==> src/rtl/payload_char_decoder_if.sv <==
// Byte stream from the packet source into the payload character decoder.
// Ports: s_data/s_valid/s_last flow source -> decoder; s_ready flows back.
// Backpressure: a byte moves only on a clock edge where s_valid and s_ready are both high.
interface payload_char_decoder_if;
  logic [7:0] s_data;
  logic       s_valid;
  logic       s_last;
  logic       s_ready;

  modport master (output s_data, output s_valid, output s_last, input s_ready);
  modport slave  (input s_data, input s_valid, input s_last, output s_ready);
endinterface

==> src/rtl/payload_char_decoder.sv <==
// Purpose: frames payload bytes for a regex engine: sod clear, per-byte enable with
//   character class bits, eop sample strobe, byte count and truncation flag.
// Latency: byte accepted at edge k appears on byte_o/cls_o with en=1 in the cycle after k;
//   eop follows the final en by two cycles.
// Backpressure: s_ready is high only in RUN; IDLE, SOD and EOP stall the source.
// Ports: clk, rst (async, active-high); s (stream slave); sod, en, byte_o, cls_o,
//   eop, pay_len, trunc towards the engine and its consumers.
module payload_char_decoder #(
  parameter int MAX_LEN = 1460,
  parameter int CNT_W   = 16
) (
  input  logic                 clk,
  input  logic                 rst,
  payload_char_decoder_if.slave s,
  output logic                 sod,
  output logic                 en,
  output logic [7:0]           byte_o,
  output logic [5:0]           cls_o,
  output logic                 eop,
  output logic [CNT_W-1:0]     pay_len,
  output logic                 trunc
);

  typedef enum logic [1:0] {IDLE, SOD, RUN, EOP} state_t;

  localparam logic [CNT_W-1:0] MAX_C   = CNT_W'(MAX_LEN);
  localparam logic [CNT_W-1:0] CNT_SAT = '1;

  state_t           state, state_nxt;
  logic             ready;
  logic             accept;
  logic             eop_hold;   // second EOP cycle: the engine's settle cycle
  logic [CNT_W-1:0] cnt;

  // Class bits: [0] \s, [1] \w, [2] digit, [3] '(', [4] ')', [5] space.
  function automatic logic [5:0] char_class(input logic [7:0] b);
    logic ws, dig, wrd;
    ws  = ((b >= 8'h09) && (b <= 8'h0D)) || (b == 8'h20);
    dig = (b >= 8'h30) && (b <= 8'h39);
    wrd = dig || ((b >= 8'h41) && (b <= 8'h5A)) ||
          ((b >= 8'h61) && (b <= 8'h7A)) || (b == 8'h5F);
    return {b == 8'h20, b == 8'h29, b == 8'h28, dig, wrd, ws};
  endfunction

  assign s.s_ready = ready;
  assign accept    = s.s_valid && ready;
  assign pay_len   = cnt;

  always_ff @(posedge clk or posedge rst) begin
    if (rst) state <= IDLE;
    else     state <= state_nxt;
  end

  always_comb begin
    state_nxt = state;
    ready     = 1'b0;
    sod       = 1'b0;
    case (state)
      IDLE: if (s.s_valid) state_nxt = SOD;
      SOD: begin
        sod       = 1'b1;
        state_nxt = RUN;
      end
      RUN: begin
        ready = 1'b1;
        if (s.s_valid && s.s_last) state_nxt = EOP;
      end
      EOP: if (eop_hold) state_nxt = IDLE;
      default: state_nxt = IDLE;
    endcase
  end

  // en, cls_o and eop are single-cycle strobes, so they default low every cycle;
  // byte_o holds its last forwarded value.
  always_ff @(posedge clk or posedge rst) begin
    if (rst) begin
      en       <= 1'b0;
      byte_o   <= '0;
      cls_o    <= '0;
      eop      <= 1'b0;
      trunc    <= 1'b0;
      cnt      <= '0;
      eop_hold <= 1'b0;
    end else begin
      en  <= 1'b0;
      cls_o <= '0;
      eop <= 1'b0;
      case (state)
        SOD: begin
          cnt      <= '0;
          trunc    <= 1'b0;
          eop_hold <= 1'b0;
        end
        RUN: begin
          eop_hold <= 1'b0;
          if (accept) begin
            if (cnt != CNT_SAT) cnt <= cnt + CNT_W'(1);
            // Bytes past MAX_LEN are still counted and drained, only not forwarded.
            if (cnt < MAX_C) begin
              en     <= 1'b1;
              byte_o <= s.s_data;
              cls_o  <= char_class(s.s_data);
            end else begin
              trunc <= 1'b1;
            end
          end
        end
        EOP: begin
          if (eop_hold) begin
            eop      <= 1'b1;
            eop_hold <= 1'b0;
          end else begin
            eop_hold <= 1'b1;
          end
        end
        default: ;
      endcase
    end
  end

endmodule

==> src/flat_wrapper.sv <==
// flat-port wrapper written by rule: the top's interface ports become plain ports
module payload_char_decoder_flat 
#(
  parameter int MAX_LEN = 1460,
  parameter int CNT_W   = 16
)
  (clk, rst, sod, en, byte_o, cls_o, eop, pay_len, trunc, s_s_data, s_s_valid, s_s_last, s_s_ready);
  payload_char_decoder_if s_i ();
  input  logic clk;
  input  logic rst;
  output logic sod;
  output logic en;
  output logic [7:0] byte_o;
  output logic [5:0] cls_o;
  output logic eop;
  output logic [CNT_W-1:0] pay_len;
  output logic trunc;
  input wire logic [$bits(s_i.s_data)-1:0] s_s_data;
  input wire logic [$bits(s_i.s_valid)-1:0] s_s_valid;
  input wire logic [$bits(s_i.s_last)-1:0] s_s_last;
  output wire logic [$bits(s_i.s_ready)-1:0] s_s_ready;
  assign s_i.s_data = s_s_data;
  assign s_i.s_valid = s_s_valid;
  assign s_i.s_last = s_s_last;
  assign s_s_ready = s_i.s_ready;
  payload_char_decoder #(.MAX_LEN(MAX_LEN), .CNT_W(CNT_W)) u_core (.clk(clk), .rst(rst), .s(s_i), .sod(sod), .en(en), .byte_o(byte_o), .cls_o(cls_o), .eop(eop), .pay_len(pay_len), .trunc(trunc));
endmodule
==> config.mk <==
export PLATFORM = sky130hd
export DESIGN_NAME = payload_char_decoder_flat
export DESIGN_NICKNAME = d
export VERILOG_FILES = /design/src/rtl/payload_char_decoder_if.sv /design/src/rtl/payload_char_decoder.sv /design/src/flat_wrapper.sv
export SDC_FILE = /design/constraint.sdc
export NUM_CORES = 1
export LEC_CHECK = 0
export BUFFER_PORTS_ARGS = -buffer_cell sky130_fd_sc_hd__buf_4
export CELL_PAD_IN_SITES_DETAIL_PLACEMENT = 0
export CELL_PAD_IN_SITES_GLOBAL_PLACEMENT = 1
export CORE_MARGIN = 1
export CORE_UTILIZATION = 44
export DETAILED_ROUTE_END_ITERATION = 7
export HOLD_SLACK_MARGIN = 0.05
export PLACE_DENSITY_LB_ADDON = 0.25
export RECOVER_POWER = 50
export SLEW_MARGIN = 0
export SYNTH_ARGS = -nofsm -noshare
export SYNTH_HDL_FRONTEND = slang
export SYNTH_SLANG_ARGS = --single-unit
==> constraint.sdc <==
create_clock -name clk -period 5.1 [get_ports clk]
set_input_delay 0.51 -clock clk [delete_from_list [all_inputs] [get_ports clk]]
set_output_delay 0.51 -clock clk [all_outputs]
set_load 0.005 [all_outputs]
## After elaboration in Yosys (flattened, before gate mapping)

Index checks and enable logic that the tools add are counted.

- Word-level logic and storage cells: 72
- Output and inout bits: 35
- Register bits after elaboration: 36

- Add/subtract/negate cells: 1
- Order comparisons: 9
- Eq/ne operators: 14
- Muxes and demuxes: 22
- Reductions and logical operators: 18

Operators with widths:

| operator | number |
|---|---|
| $mux W16 | 2 |
| $pmux W16 S2 | 1 |
| $eq A8 B6 Y1 const B | 3 |
| $mux W6 | 3 |
| $add A16 B1 Y16 const B | 1 |
| $ge A8 B7 Y1 const B | 2 |
| $le A8 B7 Y1 const B | 2 |
| $lt A16 B11 Y1 const B | 1 |
| $ne A16 B16 Y1 const B | 1 |
| $reduce_and A3 Y1 | 4 |
| $mux W1 | 10 |
| $eq A8 B7 Y1 const B | 1 |
| $ge A8 B4 Y1 const B | 1 |
| $ge A8 B6 Y1 const B | 1 |
| $le A8 B4 Y1 const B | 1 |
| $le A8 B6 Y1 const B | 1 |
| $ne A2 B1 Y1 const B | 4 |
| $pmux W2 S4 | 1 |
| $logic_and A1 B1 Y1 | 6 |
| $mux W2 | 3 |
| $eq A2 B2 Y1 const B | 2 |
| $logic_or A1 B1 Y1 | 4 |
| $ne A2 B2 Y1 const B | 2 |
| $pmux W1 S2 | 2 |
| other kinds (4) | 5 |

## Depth between registers and ports, before layout

- Depth after elaboration: 8
- Gate-level depth with buffers: 8
- Mapped depth without buffers: 7

## Worst setup path before layout

Ideal clock, no wire load.

- Path type: reg-to-reg
- From: register u_core.state[0]
- To: register u_core.cnt[7] (netlist: u_core.pay_len[7])
- Setup time: 126 ps
- Required time: 4,974 ps
- Arrival: 1,836 ps
- Path slack: 3,138 ps
- Stages on the path, launching flop included: 9
- Cells stage by stage: dfrtp_1 -> inv_1 -> ha_1 -> nand2_1 -> or3b_1 -> buf_2 -> o21ai_4 -> nor3_1 -> a221o_1

- Cells in the longest elaborated chain, start to end: 5
- Elaborated cells on any way between the ends: 9
- Those cells by class: 4 x eq/ne; 2 x mux; 3 x reduce/logical

RTL lines:

| element | RTL line | source |
|---|---|---|
| from (decl) | payload_char_decoder.sv:29 | `state_t state, state_nxt;` |
| from (signal assigned) | payload_char_decoder.sv:51 | `else state <= state_nxt;` |
| $eq A2 B2 Y1 | payload_char_decoder.sv:58 | `case (state)` |
| $mux W1 | payload_char_decoder.sv:58 |  |
| named net s_s_ready | flat_wrapper.sv:21 | `output wire logic [$bits(s_i.s_ready)-1:0] s_s_ready;` |
| $logic_and A1 B1 Y1 | payload_char_decoder.sv:46 | `assign accept = s.s_valid && ready;` |
| $ne A2 B1 Y1 (no source line) | -- |  |
| $reduce_and A3 Y1 (no source line) | -- |  |
| to (signal assigned) | payload_char_decoder.sv:97 | `if (cnt != CNT_SAT) cnt <= cnt + CNT_W'(1);` |
| to (decl) | payload_char_decoder.sv:33 | `logic [CNT_W-1:0] cnt;` |

The timed path passes the listed nets, and every way through them passes these cells.
A chain may end at the register's enable or synchronous reset.

## Worst setup path in the final report

- From: register u_core.state[0]
- To: register u_core.cls_o[3]

- Cells in the longest elaborated chain, start to end: 5

RTL lines:

| element | RTL line | source |
|---|---|---|
| $eq A2 B2 Y1 (*) | payload_char_decoder.sv:58, payload_char_decoder.sv:88 |  |
| $mux W1 | payload_char_decoder.sv:58 |  |
| $logic_and A1 B1 Y1 | payload_char_decoder.sv:46 |  |
| $mux W6 | payload_char_decoder.sv:96 | `if (accept) begin` |
| $mux W6 (*) | payload_char_decoder.sv:88 | `case (state)` |
| to (signal assigned) | payload_char_decoder.sv:102 | `cls_o <= char_class(s.s_data);` |
| to (decl) | payload_char_decoder.sv:18 | `output logic [5:0] cls_o,` |

Mark *: on every way between the ends. The rest lies on a longest branch, timed or not.

==> results.sh <==
export IMPL_power_per_cell_area_nw_per_um2=455
export IMPL_vdd_drop_max_mv=0.232
export IMPL_ys_ff_latch=36
export IMPL_cp_max_fo=24
export IMPL_clk_pin_slew_ps=70
export IMPL_cts_resized=0
export IMPL_dr_pass1_iters=4
export IMPL_yosysSeqAreaShare=0.446
export IMPL_avgSynthCellArea_um2=9.86
export IMPL_yosysTopAreaCellShare=0.446
export IMPL_clk_latency_ps=280
export IMPL_htree_levels=2
export IMPL_netlist_top_cells_count="dfrtp_1, nand2_1, nor2_1"
export IMPL_synth_area_um2=2020
export IMPL_grt_max_degree=37
export IMPL_start_kind="flop"
export IMPL_synth_area_leaders="dfrtp_1, mux2_2, ha_1"
export IMPL_nets=266
export IMPL_num_rows=24
export IMPL_cts_sinks=36
export IMPL_root_buffer="clkbuf_8"
export IMPL_chipHeight_um=69.8
export IMPL_detail_route_wl_per_cell_um=14.8
export IMPL_cts_buffer_depth=2
export IMPL_synth_most_common_cell="dfrtp_1"
export IMPL_tns_ps=0
export IMPL_drv_cap=1
export IMPL_synth_async_sr_flop_share=1.00
export IMPL_yosysWarnings=0
export IMPL_start_util=0.461
export IMPL_gp_congestion=0.800
export IMPL_cts_tree="built"
export IMPL_critPathKind="flop to flop"
export IMPL_skew_ps=2.47
export IMPL_p_leak_uw=0.00113
export IMPL_grt_total_usage=0.190
export IMPL_drv_slew=37
export IMPL_path_cells="inv_1 > ha_1 > nand4b_1 > nor3b_2 > or3b_4 > nor4bb_2"
export IMPL_num_vias=1704
export IMPL_antenna_found_initial=0
export IMPL_io_buffers=46
export IMPL_synth_simple_area_share=0.244
export IMPL_ys_flop_type="dfrtp_1"
export IMPL_drive_gt1_frac=0.289
export IMPL_finalCriticalPeriod_ps=2970
export IMPL_grt_pass1_vias=1500
export IMPL_cts_buffers=5
export IMPL_hpwl_um=3120
export IMPL_outcome="finished, violations left"
export IMPL_viasPerCell=5.66
export IMPL_grt_pass1_wl_um=7390
export IMPL_syn_num_nets=223
export IMPL_setup_viol=0
export IMPL_core_area_um2=4380
export IMPL_die_w_um=69.8
export IMPL_cts_hold_buffers=0
export IMPL_synth_edff_count=0
export IMPL_synthAdderAreaFrac=0.0371
export IMPL_rsz0062_at_grt="no"
export IMPL_finalHoldViolCount=0
export IMPL_min_path_type="input pin to flop"
export IMPL_r2r_cells=6
export IMPL_ant_nets=0
export IMPL_slew_limit_headroom=-0.314
export IMPL_syn2layout_area_growth_pct=22.5
export IMPL_diodes=0
export IMPL_post_cts_repair_setup_buffers=0
export IMPL_holdPathStages=2
export IMPL_drc_errors=0
export IMPL_arrival_ps=3160
export IMPL_ys_types=51
export IMPL_synth_top_cell_by_area="dfrtp_1"
export IMPL_worstMarginPinSlew_ps=1970
export IMPL_cp_slowest_cell="ha_1"
export IMPL_synthXorXnorAreaFrac=0.0130
export IMPL_clock_fmax_ghz=0.337
export IMPL_cp_required_ps=5300
export IMPL_first_iter_violations=84
export IMPL_synthMuxAreaShare=0.0545
export IMPL_synth_cells=205
export IMPL_wl_um=4460
export IMPL_io_pins=47
export IMPL_slowest_delay_ps=710
export IMPL_cp_end_kind="flop"
export IMPL_synth_top_family_by_area="simple AND/OR/NAND/NOR gates"
export IMPL_gr_total_overflow=0
export IMPL_dieArea_um2=4870
export IMPL_fin_util=0.565
export IMPL_violations="capacitance limit, slew limit"
export IMPL_finalCritPeriodShare=0.581
export IMPL_synth_compound_area_frac=0.164
[where the power goes]
part / internal, µW / switching (µW) / leakage [µW] / total, µW
Combinational: 223 / 266 / 0.000604 / 490
Sequential: 359 / 69.3 / 0.000477 / 429
Clock: 108 / 101 / 0.0000510 / 209
[flip-flops by register name (all words and copies together) (netlist names)]
register,flops
u_core.byte_o,8
u_core.cls_o,6
u_core.en,1
u_core.eop,1
u_core.eop_hold,1
u_core.pay_len,16
u_core.state,2
u_core.trunc,1
[worst max-delay path, delay by kind of cell, from the launching register on]
kind	cells	cell delay, ps
flops	1	410
buf+inv	1	120
simple gates	4	1630
fa+ha+maj	1	710
[cell type report]
| type | count | area, µm² |
|---|---|---|
| fill | 401 | 1910 |
| tap | 52 | 65.1 |
| timing repair buffer | 48 | 357 |
| multi-input combinational | 150 | 1040 |
| clock buffer | 6 | 82.6 |
| sequential | 36 | 901 |
| clock inverter | 2 | 10.0 |
| inverter | 7 | 26.3 |
[final timing paths]
path                                 start                 end  slack (ps)
min reg2reg                   u_core.trunc        u_core.trunc         480
max reg2reg                u_core.state[0]     u_core.cls_o[3]        2130
max                        u_core.state[0]     u_core.cls_o[3]        2130
max in group asynchronous              rst  u_core.pay_len[10]        3040
min                            s_s_data[7]     u_core.cls_o[1]         400
min in group asynchronous              rst     u_core.cls_o[4]         940
[through the flow]
| step | worst slack (ps) | power [µW] | hold slack (ps) | std cells | cell area [µm²] |
|---|---|---|---|---|---|
| 6_report | 2130 | 1130 | 396 | 301 | 2480 |
| 3_5_place_dp | 2130 | 929 | 480 | 293 | 2390 |
| 5_1_grt | 1890 | 1220 | 378 | 301 | 2480 |
| 2_1_floorplan | 3140 | 728 | 471 | 205 | 2020 |
| 4_1_cts | 2120 | 1140 | 345 | 301 | 2480 |
| 3_3_place_gp | 2190 | 923 | 487 | 293 | 2390 |
[metal layers]
layer / routed length, µm / GRT usage / vias to the layer above
li1: - / - / 836
met4: 72 / 0.0556 / 0
met2: 2010 / 0.274 / 37
met3: 172 / 0.0509 / 9
met1: 2200 / 0.279 / 822
met5: 0 / 0 / -
[cells by family (layout without fill, tap and decap cells)]
family	count (synthesis)	in the layout
buffers and inverters	19	63
and+or+nand+nor	85	85
xor gates and xnor gates	3	3
DFF	36	36
AOI/OAI and AO/OA	46	46
muxes	10	10
adders and majority gates	6	6
[cells in the final DEF, fill, tap and decap left out, types with 4 or more instances in the layout]
cell type,n
a21oi_1,9
o21ai_0,9
nand3_1,7
nand2_1,20
nand2b_1,7
nand4_1,4
clkbuf_4,16
ha_1,6
o311ai_0,4
clkbuf_8,6
buf_4,31
nor2_1,17
mux2_2,8
dfrtp_1,36
inv_1,7
a31oi_1,5
(Power assumes the default switching activity.)
